<file path="src/rtl/a51_pkg.sv">
// Shared constants for the A5/1 keystream engine: register geometry, clocking taps,
// phase lengths and the sequencer state encoding.
package a51_pkg;

  localparam int R1_W = 19;
  localparam int R2_W = 22;
  localparam int R3_W = 23;

  localparam logic [R1_W-1:0] R1_TAPS = 19'h7_2000;   // bits 18,17,16,13
  localparam logic [R2_W-1:0] R2_TAPS = 22'h30_0000;  // bits 21,20
  localparam logic [R3_W-1:0] R3_TAPS = 23'h70_0080;  // bits 22,21,20,7

  localparam int R1_CLK = 8;
  localparam int R2_CLK = 10;
  localparam int R3_CLK = 10;

  localparam int KEY_LEN   = 64;
  localparam int FRAME_LEN = 22;
  localparam int MIX_LEN   = 100;
  localparam int OUT_LEN   = 228;

  typedef enum logic [2:0] {
    ST_IDLE      = 3'd0,
    ST_KEYLOAD   = 3'd1,
    ST_FRAMELOAD = 3'd2,
    ST_MIX       = 3'd3,
    ST_OUT       = 3'd4
  } a51_state_e;

endpackage

</file>
<file path="src/rtl/a51_lfsr.sv">
// One A5/1 shift register: shifts toward the MSB with tap parity (plus load bit) into bit 0.
// clear zeroes the register before the same cycle's shift; msb_next is the MSB after this cycle.
module a51_lfsr
  import a51_pkg::*;
#(
  parameter int              WIDTH   = R1_W,
  parameter logic [WIDTH-1:0] TAPS   = R1_TAPS,
  parameter int              CLK_BIT = R1_CLK
) (
  input  logic clk,
  input  logic rst_n,
  input  logic clear,
  input  logic shift_en,
  input  logic load_bit,
  output logic clk_tap,
  output logic msb_next
);

  logic [WIDTH-1:0] r;
  logic [WIDTH-1:0] base;
  logic [WIDTH-1:0] nxt;

  always_comb begin
    // NOTE: every variable gets its value on every path, so no latch is inferred.
    base = clear ? '0 : r;
    nxt  = {base[WIDTH-2:0], (^(base & TAPS)) ^ load_bit};
  end

  always_ff @(posedge clk or negedge rst_n) begin
    // NOTE: non-blocking assignments for all clocked state avoid ordering races between blocks.
    if (!rst_n) begin
      r <= '0;
    end else if (shift_en) begin
      r <= nxt;
    end
  end

  assign clk_tap  = r[CLK_BIT];
  assign msb_next = shift_en ? nxt[WIDTH-1] : r[WIDTH-1];

endmodule

</file>
<file path="src/rtl/a51_keystream_engine.sv">
// A5/1 keystream engine driven by phase strobes; illegal strobe patterns freeze and flag SEQERR.
// Build option A51_CIPHER_XOR_EN: DOUT = DATAIN ^ keystream (otherwise DOUT mirrors KS).
module a51_keystream_engine
  import a51_pkg::*;
(
  input  logic C,
  input  logic CLR_N,
  input  logic ENABLE,
  input  logic STAGEONE,
  input  logic STAGETWO,
  input  logic STAGETHREE,
  input  logic OUTPUTSTAGE,
  input  logic KEYBIT,
  input  logic FRAMEBIT,
  input  logic DATAIN,
  output logic KS,
  output logic DOUT,
  output logic DVALID,
  output logic SEQERR
);

  a51_state_e state, state_next;
  logic [3:0] strobes, legal;
  logic       err, go, restart, load, mix, emit, load_bit, maj;
  logic       cb1, cb2, cb3, msb1, msb2, msb3, sh1, sh2, sh3;
  logic       ks_next, dout_next;

  assign strobes = {OUTPUTSTAGE, STAGETHREE, STAGETWO, STAGEONE};

  // Each state accepts its own strobe (hold) and the next phase's strobe (advance).
  always_comb begin
    legal      = 4'b0001;
    state_next = state;
    case (state)
      ST_IDLE:      legal = 4'b0001;
      ST_KEYLOAD:   legal = 4'b0011;
      ST_FRAMELOAD: legal = 4'b0110;
      ST_MIX:       legal = 4'b1100;
      ST_OUT:       legal = 4'b1001;
      default:      legal = 4'b0001;
    endcase
    if (STAGEONE)         state_next = ST_KEYLOAD;
    else if (STAGETWO)    state_next = ST_FRAMELOAD;
    else if (STAGETHREE)  state_next = ST_MIX;
    else if (OUTPUTSTAGE) state_next = ST_OUT;
  end

  assign err     = ENABLE && (!$onehot0(strobes) || ((strobes & ~legal) != 4'b0000));
  assign go      = ENABLE && (strobes != 4'b0000) && !err;
  assign restart = go && STAGEONE && ((state == ST_IDLE) || (state == ST_OUT));
  assign load    = go && (STAGEONE || STAGETWO);
  assign mix     = go && (STAGETHREE || OUTPUTSTAGE);
  assign emit    = go && OUTPUTSTAGE;

  assign load_bit = load && (STAGEONE ? KEYBIT : FRAMEBIT);
  assign maj      = (cb1 & cb2) | (cb1 & cb3) | (cb2 & cb3);
  assign sh1      = load || (mix && (cb1 == maj));
  assign sh2      = load || (mix && (cb2 == maj));
  assign sh3      = load || (mix && (cb3 == maj));
  assign ks_next  = msb1 ^ msb2 ^ msb3;

  a51_lfsr #(.WIDTH(R1_W), .TAPS(R1_TAPS), .CLK_BIT(R1_CLK)) u_r1 (
    .clk(C), .rst_n(CLR_N), .clear(restart), .shift_en(sh1), .load_bit(load_bit),
    .clk_tap(cb1), .msb_next(msb1)
  );

  a51_lfsr #(.WIDTH(R2_W), .TAPS(R2_TAPS), .CLK_BIT(R2_CLK)) u_r2 (
    .clk(C), .rst_n(CLR_N), .clear(restart), .shift_en(sh2), .load_bit(load_bit),
    .clk_tap(cb2), .msb_next(msb2)
  );

  a51_lfsr #(.WIDTH(R3_W), .TAPS(R3_TAPS), .CLK_BIT(R3_CLK)) u_r3 (
    .clk(C), .rst_n(CLR_N), .clear(restart), .shift_en(sh3), .load_bit(load_bit),
    .clk_tap(cb3), .msb_next(msb3)
  );

`ifdef A51_CIPHER_XOR_EN
  assign dout_next = DATAIN ^ ks_next;
`else
  logic unused_datain;
  assign unused_datain = DATAIN;
  assign dout_next     = ks_next;
`endif

  always_ff @(posedge C or negedge CLR_N) begin
    if (!CLR_N) begin
      state  <= ST_IDLE;
      KS     <= 1'b0;
      DOUT   <= 1'b0;
      DVALID <= 1'b0;
      SEQERR <= 1'b0;
    end else begin
      DVALID <= emit;
      if (go) begin
        state <= state_next;
      end
      if (emit) begin
        KS   <= ks_next;
        DOUT <= dout_next;
      end
      // A fresh frame start is the only non-reset way to clear the sticky flag.
      if (err) begin
        SEQERR <= 1'b1;
      end else if (restart) begin
        SEQERR <= 1'b0;
      end
    end
  end

endmodule

</file>
<file path="config.mk">
export PLATFORM = sky130hd
export DESIGN_NAME = a51_keystream_engine
export DESIGN_NICKNAME = d
export VERILOG_FILES = /design/src/rtl/a51_pkg.sv /design/src/rtl/a51_lfsr.sv /design/src/rtl/a51_keystream_engine.sv
export SDC_FILE = /design/constraint.sdc
export NUM_CORES = 1
export LEC_CHECK = 0
export CORE_AREA = 2 2 96 89
export DETAILED_ROUTE_END_ITERATION = 12
export DIE_AREA = 0 0 98 91
export PLACE_DENSITY = 0.61
export RECOVER_POWER = 100
export SLEW_MARGIN = 30
export SYNTH_ARGS = -nofsm -noshare
export SYNTH_HDL_FRONTEND = slang
export SYNTH_SLANG_ARGS = --single-unit
</file>
<file path="constraint.sdc">
create_clock -name C -period 3.1 [get_ports C]
set_input_delay 0.62 -clock C [delete_from_list [all_inputs] [get_ports C]]
set_output_delay 0.62 -clock C [all_outputs]
set_load 0.1 [all_outputs]
</file>
==> results <==
- The count of fill cells added during filler insertion is 761.
- Of all nets on the critical path, the largest fanout is 2.
- The post-route minimum period is 2980 ps.
- 0 antenna diodes ended up in the layout.
- The wire-length estimate of the detail-placed layout is 3.64 mm.
- During synthesis, Yosys emitted a total of 0 warnings.
- The deepest level of the CTS H-tree is 3.
- Of the available clock period, the critical path in the final layout requires 0.961.
- The endpoint class of the critical path is a flip-flop.
- The remaining antenna violation count is 0.
- The summed instance area of the synthesized netlist is around 3000 sq um.
- Of all cell types, the one taking the most synthesized area is sky130_fd_sc_hd__dfrtp_1.
- The residual overflow from global routing is 0.
- The floorplan step defined a die boundary enclosing 8920 sq um.
- Of the total power, combinational logic draws 0.128.
- The required time of the critical path is around 3300 ps.
- The share of post-route cells with drive strength above 1 is 0.122.
- The library cells used most frequently in the layout, excluding fill and tap cells, are 98 x sky130_fd_sc_hd__nand2_1, 70 x sky130_fd_sc_hd__dfrtp_1, 47 x sky130_fd_sc_hd__o21ai_0.
- Max-cap violations in this run came to 1.
- The CTS clock-pin slew for the worst setup and hold paths is 70 ps.
- Derived from the worst setup path, the maximum achievable clock frequency is 336 MHz.
- Headroom to the max-slew limit came out at -0.200.
- The reg-to-reg critical path endpoint is u_r3.r[4].
- The detailed-routed wire length on met3 is 192 um.
- Summing all flip-flop and latch instances after layout gives approximately 1800 sq um.
- Synthesis handed over a netlist of between 300 and 400 instances.
- Of the synthesized area, sequential elements account for 0.569.
- The synthesized netlist net count is 327.
- In this run the critical register-to-register path is launched from state[1].
- The async set or reset register ratio after synthesis is 1.00.
- The analysis attributes to cell leakage a power of between 1.5 and 2 nW.
- In the synthesized netlist the dominant register cell turns out to be sky130_fd_sc_hd__dfrtp_1.
- For this run, design rule violations remaining after detail routing come to 0.
- The overall die width is 98 um.
- IR analysis of the VDD net gives a maximum drop of 0.000210 V.
- The share of synthesized area in the top cell type comes to 0.569.
- The net count of the finished layout is around 350.
- The net switching power is 0.000506 W.
- Summing all multi-input logic gate instances after layout gives roughly 1200 sq um.
- In this run the deepest clock path goes through 2 buffers.
- The max-slew violation total from the final report came to 34.
- The data arrival time of the critical path is 3190 ps.
- The number of hold-repair buffers added at the cts stage is 0.
- The number of detailed-routing iterations run before antenna repair is 4.
- The worst hold path belongs to the class flip-flop to flip-flop.
- The flop and latch count out of synthesis is 70.
- The number of cells traversed by the worst register-to-register path is 8.
- The first global-routing pass estimated 10.1 mm of wire.
- The share of power burned in the clock network is 0.382.
- The number of setup violations in the final report is 0.
- The per-cell routed wire length is 12.6 um.
- The final worst clock skew is around 7.4 ps.
- The detailed-routed wire length on met2 is 2.49 mm.
- In this run the post-CTS setup repair buffer count came out at 0.
- The count of buffers from port buffering is 12.
- Hold timing on the final database bottoms out at a slack of 480 ps.
- The cell internal power dissipation is 0.00149 W.
- Setup repair after global routing left no endpoint under its margin.
- The library cell used most frequently in the layout, excluding fill and tap cells, is sky130_fd_sc_hd__nand2_1.
- The critical path class is primary input to flip-flop.
- The chip height is 91 um.
- The weighted congestion at the end of routability-driven global placement is about 0.77.
- The placeable core region is 7870 sq um.
- The clock reaches the later pin of the worst-skew pair after 330 ps.
- After floorplanning, the core was divided into 31 placement rows.
- The number of distinct standard cells referenced by the synthesized netlist is 43.
- The checks that failed: max-capacitance violations, max-slew violations.
- The total I/O pin count is 14.
- The clock buffer count from CTS is 9.
- CTS placed an instance of sky130_fd_sc_hd__clkbuf_8 at the clock tree root.
- The total detailed-routing wirelength is 5.58 mm.
- The path with the worst hold slack has its endpoint at u_r3.r[6].
- Yosys attributes the largest share of cell area to sky130_fd_sc_hd__dfrtp_1 57%, sky130_fd_sc_hd__nand2_1 12%, sky130_fd_sc_hd__o21ai_0 5.9%, sky130_fd_sc_hd__a22o_1 5.1%, sky130_fd_sc_hd__clkbuf_1 2.4%.
- The power density over the cells is 554 nW/um^2.
- The total negative setup slack is 0 ps.
- The synthesized area per cell is 9.78 sq um.
- The via total after detailed routing is 2,171.
- The number of global-route vias before repair is between 2k and 2.5k.
- The initial antenna violation count is 0.
- The transition at the pin with the smallest max-transition slack is 1800 ps.
- The initial utilization of the core area, before any placement, comes to 0.391.
- In the global route stage, overall resource usage came out at 0.138.
- The slack of the worst reg-to-reg path is 570 ps.
- The number of synthesized flops with an enable pin is 0.
- The cell depth of the worst min-delay path is 2.
- The flow ran to the end, but the final reports show violations.
- The detailed-route wire length on metal 1 is 2.87 mm.
- The synthesis-to-finish area growth is 16.7%.
- The worst hold path begins at u_r3.r[6].
- The first routing iteration left about 100 violations.
- The total count of hold-check failures in the final report is 0.
- The highest layer used for signal routing is met4.
- Of the total power, registers draw 0.489.
- STA classifies the critical path startpoint as a primary input.
- Of the total power, the share spent switching nets is 0.254.
- Dividing the detail-routed via count by the number of cells gives 4.89.
- For this design, the sink count on the clock tree is 70.
- The clock tree from TritonCTS is done.
- The largest net degree at the start of global routing is 45.
[Yosys cell counts, types with 2 or more instances]
cell,n
sky130_fd_sc_hd__o21ai_0,36
sky130_fd_sc_hd__o211ai_1,2
sky130_fd_sc_hd__xnor2_1,7
sky130_fd_sc_hd__or3b_1,2
sky130_fd_sc_hd__o21ai_1,13
sky130_fd_sc_hd__dfrtp_1,70
sky130_fd_sc_hd__mux2i_1,2
sky130_fd_sc_hd__a22o_1,18
sky130_fd_sc_hd__xor2_1,3
sky130_fd_sc_hd__inv_1,3
sky130_fd_sc_hd__nor2_1,3
sky130_fd_sc_hd__and2_1,2
sky130_fd_sc_hd__nand3_1,2
sky130_fd_sc_hd__nand2b_1,2
sky130_fd_sc_hd__o31ai_1,2
sky130_fd_sc_hd__clkbuf_1,20
sky130_fd_sc_hd__nor2b_1,3
sky130_fd_sc_hd__nand4_1,2
sky130_fd_sc_hd__nand2_1,98
sky130_fd_sc_hd__or2_1,2
[critical path, cell delays in order]
cell,delay (ps)
sky130_fd_sc_hd__dlygate4sd2_1,260
sky130_fd_sc_hd__fa_1,480
sky130_fd_sc_hd__or3b_4,390
sky130_fd_sc_hd__a221oi_4,250
sky130_fd_sc_hd__o21ai_2,90
sky130_fd_sc_hd__or3_4,390
sky130_fd_sc_hd__a211o_1,280
sky130_fd_sc_hd__nand4_1,80
sky130_fd_sc_hd__or3b_1,340
[sequential cells by signal, indices dropped and copies added, names as in the netlist]
signal,count
u_r3.r,23
u_r2.r,22
u_r1.r,19
state,3
DOUT,1
DVALID,1
SEQERR,1
[power by group through the flow]
stage / clock (W) / combinational (W) / sequential [W]
floorplan: 0 / 0.000156 / 0.000991
global placement: 0 / 0.000273 / 0.000988
detailed placement: 0 / 0.000274 / 0.000991
CTS: 0.000795 / 0.000274 / 0.000973
global route: 0.000834 / 0.000286 / 0.000979
finish: 0.000762 / 0.000255 / 0.000975
[layer usage]
metal / vias up / global-route usage
met2: 26 / 0.217
met1: 1022 / 0.185
li1: 1121 / -
met3: 2 / 0.0470
met5: - / 0
met4: 0 / 0.0347
[logic make-up (layout without fill, tap and decap cells)]
logic type / after synthesis / count (layout) / synth area share
AND/OR/NAND/NOR: 125 / 125 / 0.179
AO/OA/AOI/OAI: 82 / 82 / 0.176
flip-flops: 70 / 70 / 0.569
buffers and inverters: 24 / 54 / 0.0305
XOR/XNOR: 10 / 10 / 0.0284
adder cells (fa/ha/maj): 2 / 2 / 0.0106
multiplexers: 2 / 2 / 0.00650
[worst max path at each step]
stage                         from    endpoint  slack (ps)  depth (start not counted)
after global placement    STAGEONE        DOUT        -450                          9
final                     STAGEONE        DOUT         120                          9
after CTS                 STAGEONE        DOUT         100                          9
after global routing      STAGEONE  u_r3.r[14]          20                         10
after floorplan           STAGEONE        DOUT          20                          8
after detailed placement  STAGEONE        DOUT        -470                          9
[through the flow]
| step | util | power, W | std cells | setup WS [ps] | instance area [sq um] |
|---|---|---|---|---|---|
| 6_report | 0.456 | 0.00199 | 444 | 122 | 3590 |
| 5_1_grt | 0.456 | 0.00210 | 444 | 18.0 | 3590 |
| 4_1_cts | 0.464 | 0.00204 | 444 | 97.2 | 3650 |
| 3_5_place_dp | 0.439 | 0.00126 | 429 | -468 | 3460 |
| 3_3_place_gp | 0.439 | 0.00126 | 429 | -448 | 3460 |
| 2_1_floorplan | - | 0.00115 | 315 | 16.2 | 3080 |
[cell type report]
class | instances | share of cell area
sequential | 70 | 0.487
timing repair buffer | 36 | 0.0752
clock inverter | 5 | 0.0209
clock buffer | 10 | 0.0355
multi-input combinational | 221 | 0.343
inverter | 3 | 0.00313
tap | 99 | 0.0345
[timing repair]
| action | in CTS | in global routing |
|---|---|---|
| pin swaps | 3 | 1 |
| gates cloned | 0 | 0 |
| resized for setup | 3 | 1 |
| endpoints found under the setup margin | 1 | 1 |
Power figures use the tool's default switching activity.
